==> src/rtl/cla_share_arbiter_if.sv <==
// Requester, adder and response signal bundle for cla_share_arbiter.
// slave = arbiter side, master = requesters/adder/consumer side.
`timescale 1ns/1ps
interface cla_share_arbiter_if #(
  parameter int NUM_REQ = 4,
  parameter int W       = 32
);
  localparam int IDW = (NUM_REQ > 1) ? $clog2(NUM_REQ) : 1;

  logic [NUM_REQ-1:0]   req_valid;
  logic [NUM_REQ-1:0]   req_ready;
  logic [NUM_REQ*W-1:0] req_a;
  logic [NUM_REQ*W-1:0] req_b;
  logic [NUM_REQ-1:0]   req_cin;

  logic [W-1:0]         add_a;
  logic [W-1:0]         add_b;
  logic                 add_cin;
  logic [W-1:0]         add_sum;
  logic                 add_cout;

  logic                 rsp_valid;
  logic                 rsp_ready;
  logic [IDW-1:0]       rsp_id;
  logic [W-1:0]         rsp_sum;
  logic                 rsp_cout;

  modport slave (
    input  req_valid, req_a, req_b, req_cin, add_sum, add_cout, rsp_ready,
    output req_ready, add_a, add_b, add_cin, rsp_valid, rsp_id, rsp_sum, rsp_cout
  );

  modport master (
    output req_valid, req_a, req_b, req_cin, add_sum, add_cout, rsp_ready,
    input  req_ready, add_a, add_b, add_cin, rsp_valid, rsp_id, rsp_sum, rsp_cout
  );
endinterface

==> src/rtl/cla_share_arbiter.sv <==
// Round-robin sharing of one pipelined external adder with an in-order, credit-protected response FIFO.
// Optional CLA_ARB_PERF_EN adds per-requester saturating 16-bit grant counters on perf_grants.
`timescale 1ns/1ps
module cla_share_arbiter #(
  parameter int NUM_REQ    = 4,
  parameter int W          = 32,
  parameter int LAT        = 4,
  parameter int FIFO_DEPTH = 8
) (
  input  logic clk,
  input  logic rst,
  cla_share_arbiter_if.slave bus
`ifdef CLA_ARB_PERF_EN
  ,
  output logic [NUM_REQ*16-1:0] perf_grants
`endif
);
  localparam int IDW = (NUM_REQ > 1) ? $clog2(NUM_REQ) : 1;
  localparam int CW  = $clog2(FIFO_DEPTH + 1);
  localparam int PW  = (FIFO_DEPTH > 1) ? $clog2(FIFO_DEPTH) : 1;
  localparam int EW  = IDW + W + 1;

  logic [IDW-1:0] rr_ptr;
  logic [IDW-1:0] cand;
  logic [IDW-1:0] grant_idx;
  logic           grant_found;
  logic           issue;

  logic [CW-1:0]  fifo_count;
  logic [CW-1:0]  inflight;
  logic [CW-1:0]  credits;

  logic [LAT-1:0] tag_valid;
  logic [IDW-1:0] tag_id [LAT];

  logic           push;
  logic           pop;
  logic           fifo_nonempty;
  logic [EW-1:0]  fifo_mem [FIFO_DEPTH];
  logic [PW-1:0]  wr_ptr;
  logic [PW-1:0]  rd_ptr;
  logic [EW-1:0]  head;

  function automatic logic [PW-1:0] ptr_inc(input logic [PW-1:0] p);
    return (int'(p) == FIFO_DEPTH - 1) ? '0 : p + 1'b1;
  endfunction

  // Every issued op owns a FIFO slot from issue until it is popped, so the FIFO can never overflow.
  assign credits       = CW'(FIFO_DEPTH) - fifo_count - inflight;
  assign push          = tag_valid[LAT-1];
  assign fifo_nonempty = (fifo_count != '0);
  assign pop           = fifo_nonempty & bus.rsp_ready;
  assign head          = fifo_mem[rd_ptr];

  always_comb begin
    grant_found = 1'b0;
    grant_idx   = '0;
    cand        = '0;
    for (int k = 0; k < NUM_REQ; k++) begin
      cand = IDW'((int'(rr_ptr) + k) % NUM_REQ);
      if (!grant_found && bus.req_valid[cand]) begin
        grant_found = 1'b1;
        grant_idx   = cand;
      end
    end
  end

  // Reset is folded in so nothing is granted while the block is held in reset.
  assign issue = rst & grant_found & (credits != '0);

  always_comb begin
    bus.req_ready = '0;
    bus.add_a     = '0;
    bus.add_b     = '0;
    bus.add_cin   = 1'b0;
    if (issue) begin
      bus.req_ready[grant_idx] = 1'b1;
      bus.add_a   = bus.req_a[grant_idx*W +: W];
      bus.add_b   = bus.req_b[grant_idx*W +: W];
      bus.add_cin = bus.req_cin[grant_idx];
    end
  end

  always_ff @(posedge clk or negedge rst) begin
    if (!rst) begin
      rr_ptr <= '0;
    end else if (issue) begin
      rr_ptr <= (int'(grant_idx) == NUM_REQ - 1) ? '0 : grant_idx + 1'b1;
    end
  end

  // Tag stage LAT-1 lines up with the adder's sum/cout for the same operation.
  always_ff @(posedge clk or negedge rst) begin
    if (!rst) begin
      tag_valid <= '0;
      for (int k = 0; k < LAT; k++) tag_id[k] <= '0;
    end else begin
      tag_valid[0] <= issue;
      tag_id[0]    <= grant_idx;
      for (int k = 1; k < LAT; k++) begin
        tag_valid[k] <= tag_valid[k-1];
        tag_id[k]    <= tag_id[k-1];
      end
    end
  end

  always_ff @(posedge clk or negedge rst) begin
    if (!rst) begin
      inflight <= '0;
    end else if (issue && !push) begin
      inflight <= inflight + 1'b1;
    end else if (!issue && push) begin
      inflight <= inflight - 1'b1;
    end
  end

  always_ff @(posedge clk or negedge rst) begin
    if (!rst) begin
      wr_ptr     <= '0;
      rd_ptr     <= '0;
      fifo_count <= '0;
    end else begin
      if (push) wr_ptr <= ptr_inc(wr_ptr);
      if (pop)  rd_ptr <= ptr_inc(rd_ptr);
      if (push && !pop)      fifo_count <= fifo_count + 1'b1;
      else if (!push && pop) fifo_count <= fifo_count - 1'b1;
    end
  end

  always_ff @(posedge clk) begin
    if (push) fifo_mem[wr_ptr] <= {tag_id[LAT-1], bus.add_sum, bus.add_cout};
  end

  // Storage is not reset, so the head is masked whenever the FIFO is empty.
  always_comb begin
    bus.rsp_valid = fifo_nonempty;
    bus.rsp_id    = '0;
    bus.rsp_sum   = '0;
    bus.rsp_cout  = 1'b0;
    if (fifo_nonempty) {bus.rsp_id, bus.rsp_sum, bus.rsp_cout} = head;
  end

`ifdef CLA_ARB_PERF_EN
  logic [15:0] grant_cnt [NUM_REQ];

  always_ff @(posedge clk or negedge rst) begin
    if (!rst) begin
      for (int i = 0; i < NUM_REQ; i++) grant_cnt[i] <= '0;
    end else if (issue && grant_cnt[grant_idx] != 16'hFFFF) begin
      grant_cnt[grant_idx] <= grant_cnt[grant_idx] + 16'd1;
    end
  end

  always_comb begin
    perf_grants = '0;
    for (int i = 0; i < NUM_REQ; i++) perf_grants[i*16 +: 16] = grant_cnt[i];
  end
`endif
endmodule

==> src/flat_wrapper.sv <==
// flat-port wrapper written by rule: the top's interface ports become plain ports
module cla_share_arbiter_flat 
#(
  parameter int NUM_REQ    = 4,
  parameter int W          = 32,
  parameter int LAT        = 4,
  parameter int FIFO_DEPTH = 8
)
  (clk, rst, bus_req_valid, bus_req_a, bus_req_b, bus_req_cin, bus_add_sum, bus_add_cout, bus_rsp_ready, bus_req_ready, bus_add_a, bus_add_b, bus_add_cin, bus_rsp_valid, bus_rsp_id, bus_rsp_sum, bus_rsp_cout);
  cla_share_arbiter_if #(.NUM_REQ(NUM_REQ), .W(W)) bus_i ();
  input  logic clk;
  input  logic rst;
  input wire logic [$bits(bus_i.req_valid)-1:0] bus_req_valid;
  input wire logic [$bits(bus_i.req_a)-1:0] bus_req_a;
  input wire logic [$bits(bus_i.req_b)-1:0] bus_req_b;
  input wire logic [$bits(bus_i.req_cin)-1:0] bus_req_cin;
  input wire logic [$bits(bus_i.add_sum)-1:0] bus_add_sum;
  input wire logic [$bits(bus_i.add_cout)-1:0] bus_add_cout;
  input wire logic [$bits(bus_i.rsp_ready)-1:0] bus_rsp_ready;
  output wire logic [$bits(bus_i.req_ready)-1:0] bus_req_ready;
  output wire logic [$bits(bus_i.add_a)-1:0] bus_add_a;
  output wire logic [$bits(bus_i.add_b)-1:0] bus_add_b;
  output wire logic [$bits(bus_i.add_cin)-1:0] bus_add_cin;
  output wire logic [$bits(bus_i.rsp_valid)-1:0] bus_rsp_valid;
  output wire logic [$bits(bus_i.rsp_id)-1:0] bus_rsp_id;
  output wire logic [$bits(bus_i.rsp_sum)-1:0] bus_rsp_sum;
  output wire logic [$bits(bus_i.rsp_cout)-1:0] bus_rsp_cout;
  assign bus_i.req_valid = bus_req_valid;
  assign bus_i.req_a = bus_req_a;
  assign bus_i.req_b = bus_req_b;
  assign bus_i.req_cin = bus_req_cin;
  assign bus_i.add_sum = bus_add_sum;
  assign bus_i.add_cout = bus_add_cout;
  assign bus_i.rsp_ready = bus_rsp_ready;
  assign bus_req_ready = bus_i.req_ready;
  assign bus_add_a = bus_i.add_a;
  assign bus_add_b = bus_i.add_b;
  assign bus_add_cin = bus_i.add_cin;
  assign bus_rsp_valid = bus_i.rsp_valid;
  assign bus_rsp_id = bus_i.rsp_id;
  assign bus_rsp_sum = bus_i.rsp_sum;
  assign bus_rsp_cout = bus_i.rsp_cout;
  cla_share_arbiter #(.NUM_REQ(NUM_REQ), .W(W), .LAT(LAT), .FIFO_DEPTH(FIFO_DEPTH)) u_core (.clk(clk), .rst(rst), .bus(bus_i));
endmodule
==> config.mk <==
export PLATFORM = sky130hd
export DESIGN_NAME = cla_share_arbiter_flat
export DESIGN_NICKNAME = d
export VERILOG_FILES = /design/src/rtl/cla_share_arbiter_if.sv /design/src/rtl/cla_share_arbiter.sv /design/src/flat_wrapper.sv
export SDC_FILE = /design/constraint.sdc
export NUM_CORES = 1
export LEC_CHECK = 0
export ABC_AREA = 1
export ABC_CLOCK_PERIOD_IN_PS = 3700
export BUFFER_PORTS_ARGS = -buffer_cell sky130_fd_sc_hd__buf_2
export CAP_MARGIN = 10
export CORE_UTILIZATION = 50
export CTS_BUF_LIST = sky130_fd_sc_hd__clkbuf_8
export DETAILED_ROUTE_END_ITERATION = 7
export HOLD_SLACK_MARGIN = 0.1
export MAX_ROUTING_LAYER = met4
export PLACE_DENSITY = 0.86
export SLEW_MARGIN = 20
export SYNTH_ARGS = -nofsm -noshare
export SYNTH_HDL_FRONTEND = slang
export SYNTH_SLANG_ARGS = --single-unit
==> constraint.sdc <==
create_clock -name clk -period 3.7 [get_ports clk]
set_input_delay 0.185 -clock clk [delete_from_list [all_inputs] [get_ports clk]]
set_output_delay 0.185 -clock clk [all_outputs]
set_load 0.005 [all_outputs]
-- After elaboration in Yosys (flattened, before gate mapping)
Memory sizes are Yosys's and may differ from the RTL's.
Cells that the tools add are included.
- input port bits: 300
- bits in writable memories: 280
- memories kept: 1
- output and inout bits: 105
- logic and storage cells: 91
- flip-flop bits (word level): 28
- memories (memory ; depth ; bits a word ; read ports ; clocked after Yosys merged registers in ; write ports ; RTL line ; text):
    u_core.fifo_mem ; 8 ; 35 ; 1 ; 0 ; 1 ; cla_share_arbiter.sv:39 ; logic [EW-1:0] fifo_mem [FIFO_DEPTH];
- eq/ne operators: 3
- order comparisons: 6
- multiplexer cells: 36
- bitwise gates (word level): 3
- shift operators: 2
- $add $sub $neg: 12
- reductions and logical operators: 18
- operators by type and width (cell ; count):
    128-bit by 8-bit variable part select with 32-bit output ; 2
    32-bit 2-to-1 mux ; 3
    4-bit 2-to-1 mux ; 5
    2-bit by 3-bit less-than comparator with 1-bit output, second input constant ; 5
    1-bit 2-to-1 mux ; 14
    2-bit 2-to-1 mux ; 6
    1-bit binary-select mux with 2-bit select ; 5
    4-bit by 1-bit adder with 4-bit output, second input constant ; 2
    1-bit logical AND ; 8
    4-bit nonzero test ; 2
    4-bit by 1-bit subtractor with 4-bit output, second input constant ; 2
    3-bit by 1-bit adder with 3-bit output, second input constant ; 2
    3-bit by 1-bit equality test with 1-bit output, second input constant ; 2
    1-bit zero test ; 6
    3-bit 2-to-1 mux ; 2
    2-bit by 1-bit adder with 2-bit output, second input constant ; 2
    2-bit adder, second input constant ; 2
    2-bit nonzero test ; 2
    4-bit subtractor ; 1
    4-bit subtractor, first input constant ; 1
    1-bit AND ; 3
    1-bit demux with 2-bit select ; 1
    2-bit by 1-bit equality test with 1-bit output, second input constant ; 1
    2-bit by 1-bit >= comparator with 1-bit output, second input constant ; 1

-- Logic depth before layout (Yosys ltp)
Gate-level depths: netlist (run 1).
- depth in word-level cells: 18
- mapped depth: 19
- gate-level depth less buffers: 19

-- Worst setup path before layout (run 1)
No wires, ideal clock.
- path kind: reg-to-reg
- start point: register u_core.fifo_count[1]
- end point: register u_core.inflight[3]
- buffers on the path: 0
- setup time: 0.125 ns
- arrival time: 3.208 ns
- slack: 0.367 ns
- stages on the path, launching flop included: 20
- data required time: 3.575 ns
- path through: dfrtp_1 -> ha_1 -> inv_1 -> ha_1 -> fa_1 -> xor2_1 -> xnor2_1 -> a21boi_0 -> nand2_1 -> inv_1 -> ha_1 -> inv_1 -> ha_1 -> nand2_1 -> nor2_1 -> a211oi_1 -> nand2_1 -> nand2_1 -> nor2_1 -> xor2_1
- cells in the longest elaborated chain, start to end: 7
- elaborated cells on any way between the ends: 9
- classes of those cells: add/sub: 2; mux: 1; bitwise: 1; reduce/logical: 5
- RTL lines (element ; RTL line ; text):
    from (decl) ; cla_share_arbiter.sv:29 ; logic [CW-1:0] fifo_count;
    from (signal assigned) ; cla_share_arbiter.sv:125 ; if (push && !pop) fifo_count <= fifo_count + 1'b1;
    from (signal assigned) ; cla_share_arbiter.sv:126 ; else if (!push && pop) fifo_count <= fifo_count - 1'b1;
    4-bit subtractor (*) (2 in series) ; cla_share_arbiter.sv:49 ; assign credits = CW'(FIFO_DEPTH) - fifo_count - inflight;
    4-bit nonzero test (*) ; cla_share_arbiter.sv:69 ; assign issue = rst & grant_found & (credits != '0);
    1-bit AND (*) ; cla_share_arbiter.sv:69 ;
    named net u_core.issue ; cla_share_arbiter.sv:27 ; logic issue;
    1-bit zero test ; cla_share_arbiter.sv:112 ; end else if (!issue && push) begin
    1-bit logical AND ; cla_share_arbiter.sv:112 ;
    2-bit nonzero test (no source line) ; - ;
    to (signal assigned) ; cla_share_arbiter.sv:111 ; inflight <= inflight + 1'b1;
    to (signal assigned) ; cla_share_arbiter.sv:113 ; inflight <= inflight - 1'b1;
    to (decl) ; cla_share_arbiter.sv:30 ; logic [CW-1:0] inflight;
The timed path passes the listed nets; every way through them passes the cells marked *.
A chain may end at the register's enable or synchronous reset.

-- Worst setup path after layout (run 1)
- start point: register u_core.fifo_count[1]
- end point: output port bus_add_b[9]
- cells in the longest elaborated chain, start to end: 5
- RTL lines (element ; RTL line ; text):
    4-bit subtractor (2 in series) ; cla_share_arbiter.sv:49 ;
    4-bit nonzero test ; cla_share_arbiter.sv:69 ;
    1-bit AND ; cla_share_arbiter.sv:69 ;
    32-bit 2-to-1 mux ; cla_share_arbiter.sv:76 ; if (issue) begin
    to (decl) ; flat_wrapper.sv:22 ; output wire logic [$bits(bus_i.add_b)-1:0] bus_add_b;
Every way passes these cells.

==> results of run 1 <==
## cell usage after synthesis (2+ instances only)
| cell | instances | area share (%) |
|---|---|---|
| a211oi_1 | 2 | 0.095 |
| a21oi_1 | 66 | 2.1 |
| a31oi_1 | 35 | 1.4 |
| buf_1 | 5 | 0.12 |
| buf_2 | 29 | 0.92 |
| buf_4 | 4 | 0.19 |
| buf_6 | 7 | 0.50 |
| clkbuf_1 | 75 | 1.8 |
| clkinv_1 | 2 | 0.048 |
| dfrtp_1 | 28 | 4.4 |
| edfxtp_1 | 280 | 53 |
| fa_1 | 3 | 0.38 |
| ha_1 | 18 | 1.4 |
| inv_1 | 224 | 5.3 |
| inv_2 | 3 | 0.071 |
| nand2_1 | 191 | 4.5 |
| nand2_2 | 4 | 0.16 |
| nand3_1 | 201 | 6.4 |
| nand3b_1 | 66 | 3.1 |
| nor2_1 | 232 | 5.5 |
| o21ai_0 | 184 | 5.8 |
| o22ai_1 | 35 | 1.4 |
| xnor2_1 | 6 | 0.33 |
| xor2_1 | 3 | 0.17 |
## stage by stage
step / TNS (ns) / utilization [%] / setup slack, ns / power, µW
after global placement: 0 / 58.9 / 0.266 / 15000
after floorplan: 0 / - / 0.367 / 11400
final: 0 / 63.0 / 0.145 / 18000
after global routing: -0.0962 / 63.0 / -0.0232 / 19300
after detailed placement: 0 / 58.9 / 0.246 / 15200
after CTS: 0 / 62.8 / 0.00326 / 17900
## cell type report
cell class / count / area, µm²
Multi-Input combinational cell: 1055 / 5350
Sequential cell: 308 / 9110
Inverter: 229 / 862
Clock buffer: 47 / 647
Timing Repair Buffer: 476 / 2720
Clock inverter: 34 / 194
Fill cell: 2458 / 11400
Antenna cell: 11 / 27.5
Tap cell: 396 / 495
## where the power goes
part | switching [µW] | internal [µW] | leakage [µW]
Sequential | 304 | 4520 | 0.00287
Clock | 1230 | 1320 | 0.000489
Combinational | 7100 | 3560 | 0.00529
## kinds of logic after synthesis
group                    count (synthesis)  share of synthesized area [%]
XOR/XNOR                                 9                          0.500
flip-flops                             308                           57.7
AO/OA/AOI/OAI                          325                           10.9
adder cells (fa/ha/maj)                 21                           1.81
AND/OR/NAND/NOR                        700                           20.1
buffers and inverters                  349                           8.96
## flip-flops by register name, indices dropped and copies added, names as in the netlist
signal             count
u_core.tag_id          8
u_core.fifo_count      4
u_core.fifo_mem      280
u_core.wr_ptr          3
u_core.tag_valid       4
u_core.rd_ptr          3
u_core.rr_ptr          2
u_core.inflight        4
## tightest hold or removal path, cell delays in order
cell	delay (ns)
dlygate4sd3_1	0.52
buf_2	0.13
buf_4	0.35
## timing repair
| item | in CTS | in global routing |
|---|---|---|
| resized for setup | 2 | 7 |
| endpoints found under the setup margin | 12 | 35 |
| endpoints found under the hold margin | 294 | 0 |
| hold buffers | 35 | 0 |
## layer usage
layer / GRT usage [%] / up-vias / wire (µm)
met4: 10.1 / 0 / 1320
met1: 40.6 / 6706 / 19200
met3: 3.75 / 94 / 4990
met5: - / - / 0
li1: - / 6621 / -
met2: 48.8 / 869 / 24000
## worst paths after layout
path / cells after the start / endpoint / from / slack (ns)
worst max-delay path: 11 / bus_add_b[9] / u_core.fifo_count[1] / 0.14
worst min-delay path: 3 / u_core.tag_id[6] / rst / 0.23
worst max register to register: 19 / u_core.inflight[3] / u_core.fifo_count[1] / 0.31
worst min register to register: 0 / u_core.tag_valid[1] / u_core.tag_valid[0] / 0.35
max in group asynchronous: 3 / u_core.rd_ptr[0] / rst / 3.16
min in group clk: 0 / u_core.tag_valid[1] / u_core.tag_valid[0] / 0.35
==> flow_metrics.py, run 1 <==
metrics = {
    "die": {
        "die_area_um2": 32300,
        "io_pins": 405,
        "start_util_pct": 51.2,
        "die_w_um": 180,
        "rows": 64,
        "die_height_um": 180,
        "coreArea_um2": 30800,
    },
    "setup_path": {
        "worstPathCellList": "ha_1, inv_1, ha_1, fa_1, xor2_1, xnor2_1, a21boi_1, nand2_2, buf_6, a21oi_1, buf_2",
        "cp-end-kind": "primary output",
        "critPathArrivalTime_ns": 3.37,
        "critical_path.most_common_cell": "ha_1",
        "crit_family": "adder cells",
        "cp_slowest_stage_delay_ns": 0.47,
        "startpoint_type": "flip-flop",
        "critPathSlowestCell": "buf_6",
        "crit_buf_inv": 3,
        "critical_path_class": "flip-flop to primary output",
        "crit_required_ns": 3.51,
        "crit_fanout": 71,
    },
    "logic_synthesis": {
        "async_flop_share_pct": 9.09,
        "syn_avg_cell_area_um2": 9.21,
        "synth_fp_nets": 2033,
        "netlist_instances": 1712,
        "synth_edf_count": 280,
        "synthFlopType": "edfxtp_1",
        "seq_area_frac_synth_pct": 57.7,
        "yosysWarnings": 0,
        "synth_cell_types": 33,
        "synth_area_um2": 15800,
        "ys_ff_latch": 308,
    },
    "global_routing": {
        "grt_pass1_vias": 13200,
        "grt_pass1_wl_um": 73800,
        "overflow": 0,
        "antenna_found_initial": 13,
        "grt_max_degree": 131,
        "track_usage_pct": 30.5,
    },
    "route": {
        "num_vias": 14300,
        "final_antenna_net_count": 0,
        "routed_wl_um": 49600,
        "dr.pass1.iters": 8,
        "vias_per_cell": 5.59,
        "drc": 5,
        "drt_iter0_markers": 1621,
        "avgRoutedWirePerCell_um": 19.4,
    },
    "finish": {
        "drive_gt1_share_pct": 24.5,
        "final_nets": 2437,
        "synthToLayoutAreaGrowth_pct": 23.1,
        "final_cell_mix": "buf_2 (404), edfxtp_1 (280), inv_1 (240)",
        "final_area_um2": 19400,
        "final_common_cell": "buf_2",
        "layout.cells.non_filler": 2556,
    },
    "clock_network": {
        "postCtsSetupBuffers": 0,
        "clk_path_buf_depth": 3,
        "root_buffer": "clkbuf_8",
        "clkLatencyLatePin_ns": 0.55,
        "cts_buffers": 46,
        "htree_levels": 2,
        "cts_tree": "done",
        "cts.clk_slew.worst_paths_ns": 0.06,
        "numClockSinks": 308,
    },
    "timing": {
        "hold_violations": 0,
        "max_freq_mhz": 281,
        "maxSlewHeadroom_pct": 40.6,
        "finalSetupViolCount": 0,
        "drv_slew": 0,
        "hold_slack_ns": 0.227,
        "layout_min_cycle_time_ns": 3.56,
        "fin_skew_ns": 0.0154,
        "fin_crit_sh_pct": 96.1,
        "worstMarginPinSlew_ns": 0.890,
        "rsz0062_at_grt": "yes",
    },
    "placed_design": {
        "io_buffers": 404,
        "placed_area_um2": 18200,
        "dp.cells": 2429,
        "hpwl_um": 32800,
        "gp_congestion": 1.04,
    },
    "pwr": {
        "power_density_nw_per_um2": 930,
        "vdd_ir_drop_max_uv": 856,
        "power_leakage_uw": 0.00865,
    },
    "min_path": {
        "hold_path.class": "input port to asynchronous set/reset pin",
    },
    "outcome": {
        "failed_checks": "design-rule violations",
        "status": "finished with violations",
    },
    "flow_run": {
        "drv_cap": 0,
    },
}
No activity file was read; power rests on OpenSTA's default activity.
==> run 2, diff against run 1 <==
Settings changed: PLACE_DENSITY 0.86 to 0.77.
==> flow_metrics.py, run 2 (synthesis results as in run 1) <==
metrics = {
    "finish": {
        "synthToLayoutAreaGrowth_pct": 24.0,
        "final_cell_mix": "buf_2 (404), edfxtp_1 (280), inv_1 (238)",
        "final.fill_count": 2512,
        "final_common_cell": "buf_2",
        "top_regs": "u_core.fifo_mem x280, u_core.tag_id x8",
        "postLayoutCoreUtil_pct": 63.4,
        "drive_gt1_share_pct": 25.0,
        "layout.cells.non_filler": 2550,
        "final_area_um2": 19600,
        "largest_register_ff_count": 280,
        "top_register": "u_core.fifo_mem",
        "final_nets": 2436,
    },
    "timing": {
        "worstMarginPinSlew_ns": 0.928,
        "drv_slew": 0,
        "fin_tns_setup_ns": 0,
        "rsz0062_at_grt": "no",
        "hold_violations": 0,
        "fin_skew_ns": 0.0261,
        "fin_crit_sh_pct": 94.6,
        "layout_min_cycle_time_ns": 3.50,
        "max_freq_mhz": 286,
        "maxSlewHeadroom_pct": 38.0,
        "finalSetupViolCount": 0,
        "setup_ws_ns": 0.199,
    },
    "route": {
        "drc": 7,
        "top_layer": "met4",
        "dr.pass1.iters": 8,
        "dr_wl_met3_um": 3410,
        "num_vias": 14000,
        "m1WireLength_um": 20800,
        "final_antenna_net_count": 0,
        "drt_iter0_markers": 1268,
        "avgRoutedWirePerCell_um": 19.8,
        "vias_per_cell": 5.48,
        "routed_wl_um": 50400,
        "met2WireLength_um": 25100,
    },
    "outcome": {
        "status": "finished with violations",
        "failed_checks": "design-rule violations",
    },
    "setup_path": {
        "critical_path_class": "flip-flop to primary output",
        "rrSetupSlack_ns": 0.32,
        "startpoint_type": "flip-flop",
        "cp-end-kind": "primary output",
        "crit_required_ns": 3.51,
        "critPathLaunch": "u_core.fifo_count[1]",
        "endpoint": "bus_add_b[31]",
        "r2r-end": "u_core.inflight[3]",
        "crit_fanout": 71,
        "worstReg2RegStart": "u_core.fifo_count[1]",
        "ff2ff_path_depth": 19,
        "critPathArrivalTime_ns": 3.32,
    },
    "clock_network": {
        "clk_path_buf_depth": 3,
        "cts_tree": "done",
        "root_buffer": "clkbuf_8",
        "cts.clk_slew.worst_paths_ns": 0.05,
        "cts_buffers": 48,
        "numClockSinks": 308,
        "postCtsSetupBuffers": 0,
        "htree_levels": 2,
        "clkLatencyLatePin_ns": 0.58,
    },
    "placed_design": {
        "gp_congestion": 0.961,
        "placed_area_um2": 18200,
        "place_ws_ns": 0.237,
        "hpwl_um": 33900,
        "dp.cells": 2426,
        "io_buffers": 404,
    },
    "die": {
        "die_w_um": 180,
        "rows": 64,
        "die_area_um2": 32300,
        "io_pins": 405,
        "start_util_pct": 51.2,
        "die_height_um": 180,
        "coreArea_um2": 30800,
    },
    "min_path": {
        "hold_path.class": "input port to asynchronous set/reset pin",
    },
    "pwr": {
        "vdd_ir_drop_max_uv": 1180,
        "power_density_nw_per_um2": 935,
        "power_leakage_uw": 0.00869,
    },
    "global_routing": {
        "overflow": 0,
        "grt_pass1_vias": 13200,
        "grt_max_degree": 105,
        "grt_pass1_wl_um": 75600,
        "antenna_found_initial": 6,
        "track_usage_pct": 31.6,
    },
    "flow_run": {
        "drv_cap": 0,
    },
}
-- run 2: final cells by class --
cell class | instances | area (µm²) | share of cell area [%]
Inverter | 229 | 861 | 4.40
Tap cell | 396 | 495 | 2.53
Timing Repair Buffer | 473 | 2750 | 14.1
Multi-Input combinational cell | 1055 | 5400 | 27.6
Clock inverter | 33 | 211 | 1.08
Antenna cell | 4 | 10.0 | 0.0512
Clock buffer | 52 | 716 | 3.66
Sequential cell | 308 | 9110 | 46.6
-- run 2: power breakdown --
part | switching [µW] | internal [µW]
Sequential | 370 | 4530
Combinational | 7040 | 3620
Clock | 1280 | 1450
-- run 2: worst min path at each step --
stage          startpoint  cells after the start              endpoint  slack (ns)
2_1_floorplan         rst                      0  u_core.fifo_count[0]       -0.11
3_3_place_gp          rst                      2      u_core.tag_id[6]        0.27
3_5_place_dp          rst                      2      u_core.tag_id[6]        0.28
4_1_cts               rst                      3      u_core.rr_ptr[1]        0.21
5_1_grt               rst                      3      u_core.rd_ptr[1]        0.27
6_report              rst                      3      u_core.rr_ptr[1]        0.23
-- run 2: metrics by stage --
stage / power, µW / hold slack (ns)
3_3_place_gp: 15200 / 0.273
3_5_place_dp: 15300 / 0.279
6_report: 18300 / 0.229
2_1_floorplan: 11400 / -0.111
4_1_cts: 18100 / 0.211
5_1_grt: 19600 / 0.267
-- run 2: worst max-delay path: stages (launching register included) --
cell	delay, ns
dfrtp_1	0.45
ha_1	0.30
inv_1	0.04
ha_1	0.19
fa_1	0.43
xor2_1	0.21
xnor2_1	0.14
a21boi_1	0.09
nand2_2	0.08
buf_8	0.43
a21oi_1	0.14
buf_2	0.17
-- run 2: per-layer routing --
layer | vias to the layer above | track usage [%]
li1 | 6617 | -
met5 | - | -
met4 | 0 | 8.21
met1 | 6658 | 42.0
met2 | 638 | 52.2
met3 | 70 | 3.16
-- run 2: what timing repair did --
action                                  4_1_cts  5_1_grt
hold buffers                                 35        0
endpoints found under the setup margin       22       46
endpoints found under the hold margin       295        0
resized for setup                             5       17
==> run 3, diff against run 2 <==
Settings changed: ABC_CLOCK_PERIOD_IN_PS 3700 to 3600.
Clock period 3.7 ns to 3.6 ns, I/O delays scaled along.
==> flow_metrics.py, run 3 (synthesis results as in run 1) <==
metrics = {
    "finish": {
        "synthToLayoutAreaGrowth_pct": 25.4,
        "top_regs": "u_core.fifo_mem x280, u_core.tag_id x8",
        "final_cell_mix": "buf_2 (404), edfxtp_1 (280), inv_1 (238)",
        "largest_register_ff_count": 280,
        "final_nets": 2441,
        "layout.cells.non_filler": 2574,
        "top_register": "u_core.fifo_mem",
        "drive_gt1_share_pct": 25.6,
        "final_area_um2": 19800,
        "final_common_cell": "buf_2",
    },
    "clock_network": {
        "root_buffer": "clkbuf_8",
        "htree_levels": 2,
        "cts_buffers": 50,
        "clkLatencyLatePin_ns": 0.60,
        "numClockSinks": 308,
        "cts.clk_slew.worst_paths_ns": 0.06,
        "clk_path_buf_depth": 3,
        "cts_tree": "done",
    },
    "route": {
        "final_antenna_net_count": 0,
        "drt_iter0_markers": 1477,
        "vias_per_cell": 5.48,
        "routed_wl_um": 51800,
        "dr.pass1.iters": 8,
        "avgRoutedWirePerCell_um": 20.1,
        "drc": 14,
        "num_vias": 14100,
    },
    "global_routing": {
        "antenna_found_initial": 19,
        "grt_busiest_layer": "met2",
        "grt_use_met2_pct": 51.1,
        "overflow": 0,
        "grt_max_degree": 95,
        "grtUsageMet1_pct": 41.0,
        "grt_pass1_vias": 13300,
        "track_usage_pct": 32.1,
        "grt_pass1_wl_um": 76100,
        "use_met3_pct": 5.15,
    },
    "pwr": {
        "vdd_ir_drop_max_uv": 854,
        "power_leakage_uw": 0.00876,
        "power_density_nw_per_um2": 978,
    },
    "timing": {
        "drv_slew": 0,
        "max_freq_mhz": 289,
        "maxSlewHeadroom_pct": 41.7,
        "setup_ws_ns": 0.139,
        "worstMarginPinSlew_ns": 0.874,
        "layout_min_cycle_time_ns": 3.46,
        "fin_crit_sh_pct": 96.1,
        "fin_skew_ns": 0.0399,
        "hold_slack_ns": 0.199,
        "hold_violations": 0,
        "finalSetupViolCount": 0,
    },
    "setup_path": {
        "ff2ff_path_depth": 19,
        "crit_fanout": 36,
        "startpoint_type": "flip-flop",
        "crit_buf_inv": 3,
        "cp-end-kind": "primary output",
        "critPathLaunch": "u_core.fifo_count[1]",
        "rrSetupSlack_ns": 0.14,
        "endpoint": "bus_add_b[0]",
        "worstReg2RegStart": "u_core.fifo_count[1]",
        "critPathSlowestCell": "dfrtp_2",
        "worstPathCellList": "ha_1, inv_1, ha_1, fa_2, xor2_2, xnor2_1, a21boi_1, nand2_2, buf_16, a21oi_2, buf_2",
        "crit_family": "adder cells",
        "cp_slowest_stage_delay_ns": 0.45,
        "r2r-end": "u_core.inflight[3]",
        "crit_cells": 11,
        "critical_path_class": "flip-flop to primary output",
        "critPathArrivalTime_ns": 3.28,
        "crit_required_ns": 3.42,
        "critical_path.most_common_cell": "ha_1",
    },
    "placed_design": {
        "placed_area_um2": 18200,
        "dp.cells": 2427,
        "io_buffers": 404,
        "gp_congestion": 1.02,
        "hpwl_um": 34800,
        "place_ws_ns": 0.0730,
    },
    "die": {
        "coreArea_um2": 30800,
        "die_w_um": 180,
        "io_pins": 405,
        "rows": 64,
        "die_area_um2": 32300,
        "die_height_um": 180,
        "start_util_pct": 51.2,
    },
    "flow_run": {
        "drv_cap": 0,
    },
    "outcome": {
        "status": "finished with violations",
        "failed_checks": "design-rule violations",
    },
    "min_path": {
        "hold_path.class": "input port to asynchronous set/reset pin",
    },
}
run 3: area by class of cell:
class	count	area [µm²]
inverters	229	862
repair buffers	476	2810
multi-input cells	1055	5460
flip-flops and latches	308	9120
diodes	20	50.0
clock buffers	51	702
clock inverters	39	287
fillers	2572	11000
well taps	396	495
run 3: layer usage:
layer | part of all wire [%] | routed length [µm]
met4 | 3.0 | 1540
met2 | 49 | 25400
met1 | 41 | 21200
met3 | 7.1 | 3680
met5 | 0 | 0
run 3: timing repair:
action	in CTS	in global routing
setup buffers	0	1
hold buffers	35	0
setup endpoints to repair	69	70
hold endpoints to repair	295	0
cloned	0	1
pin swaps	0	3
gates resized for setup	12	27
run 3: report_power, final:
group | total, µW | internal (µW) | switching (µW)
clock | 2970 | 1610 | 1360
sequential | 4960 | 4650 | 304
combinational | 11400 | 3880 | 7530
run 3: metrics by stage:
step	setup TNS, ns	util, %	total power, µW
global placement	0	59.0	15700
global route	-0.0614	64.2	20600
detailed placement	0	59.0	15800
finish	0	64.2	19300
floorplan	0	-	11700
CTS	-0.254	63.5	19000
run 3: worst min-delay path by stage:
stage / from / to / slack (ns) / depth (start not counted)
after global routing: rst / u_core.rr_ptr[1] / 0.24 / 3
after CTS: rst / u_core.inflight[0] / 0.21 / 3
final: rst / u_core.rr_ptr[1] / 0.20 / 3
after detailed placement: rst / u_core.rr_ptr[1] / 0.27 / 2
after global placement: rst / u_core.tag_id[4] / 0.26 / 2
after floorplan: rst / u_core.fifo_count[0] / -0.12 / 0
run 3: tightest hold or removal path, cell delays in order:
cell and delay [ns]:
dlygate4sd3_1 0.52, buf_2 0.12, buf_4 0.35
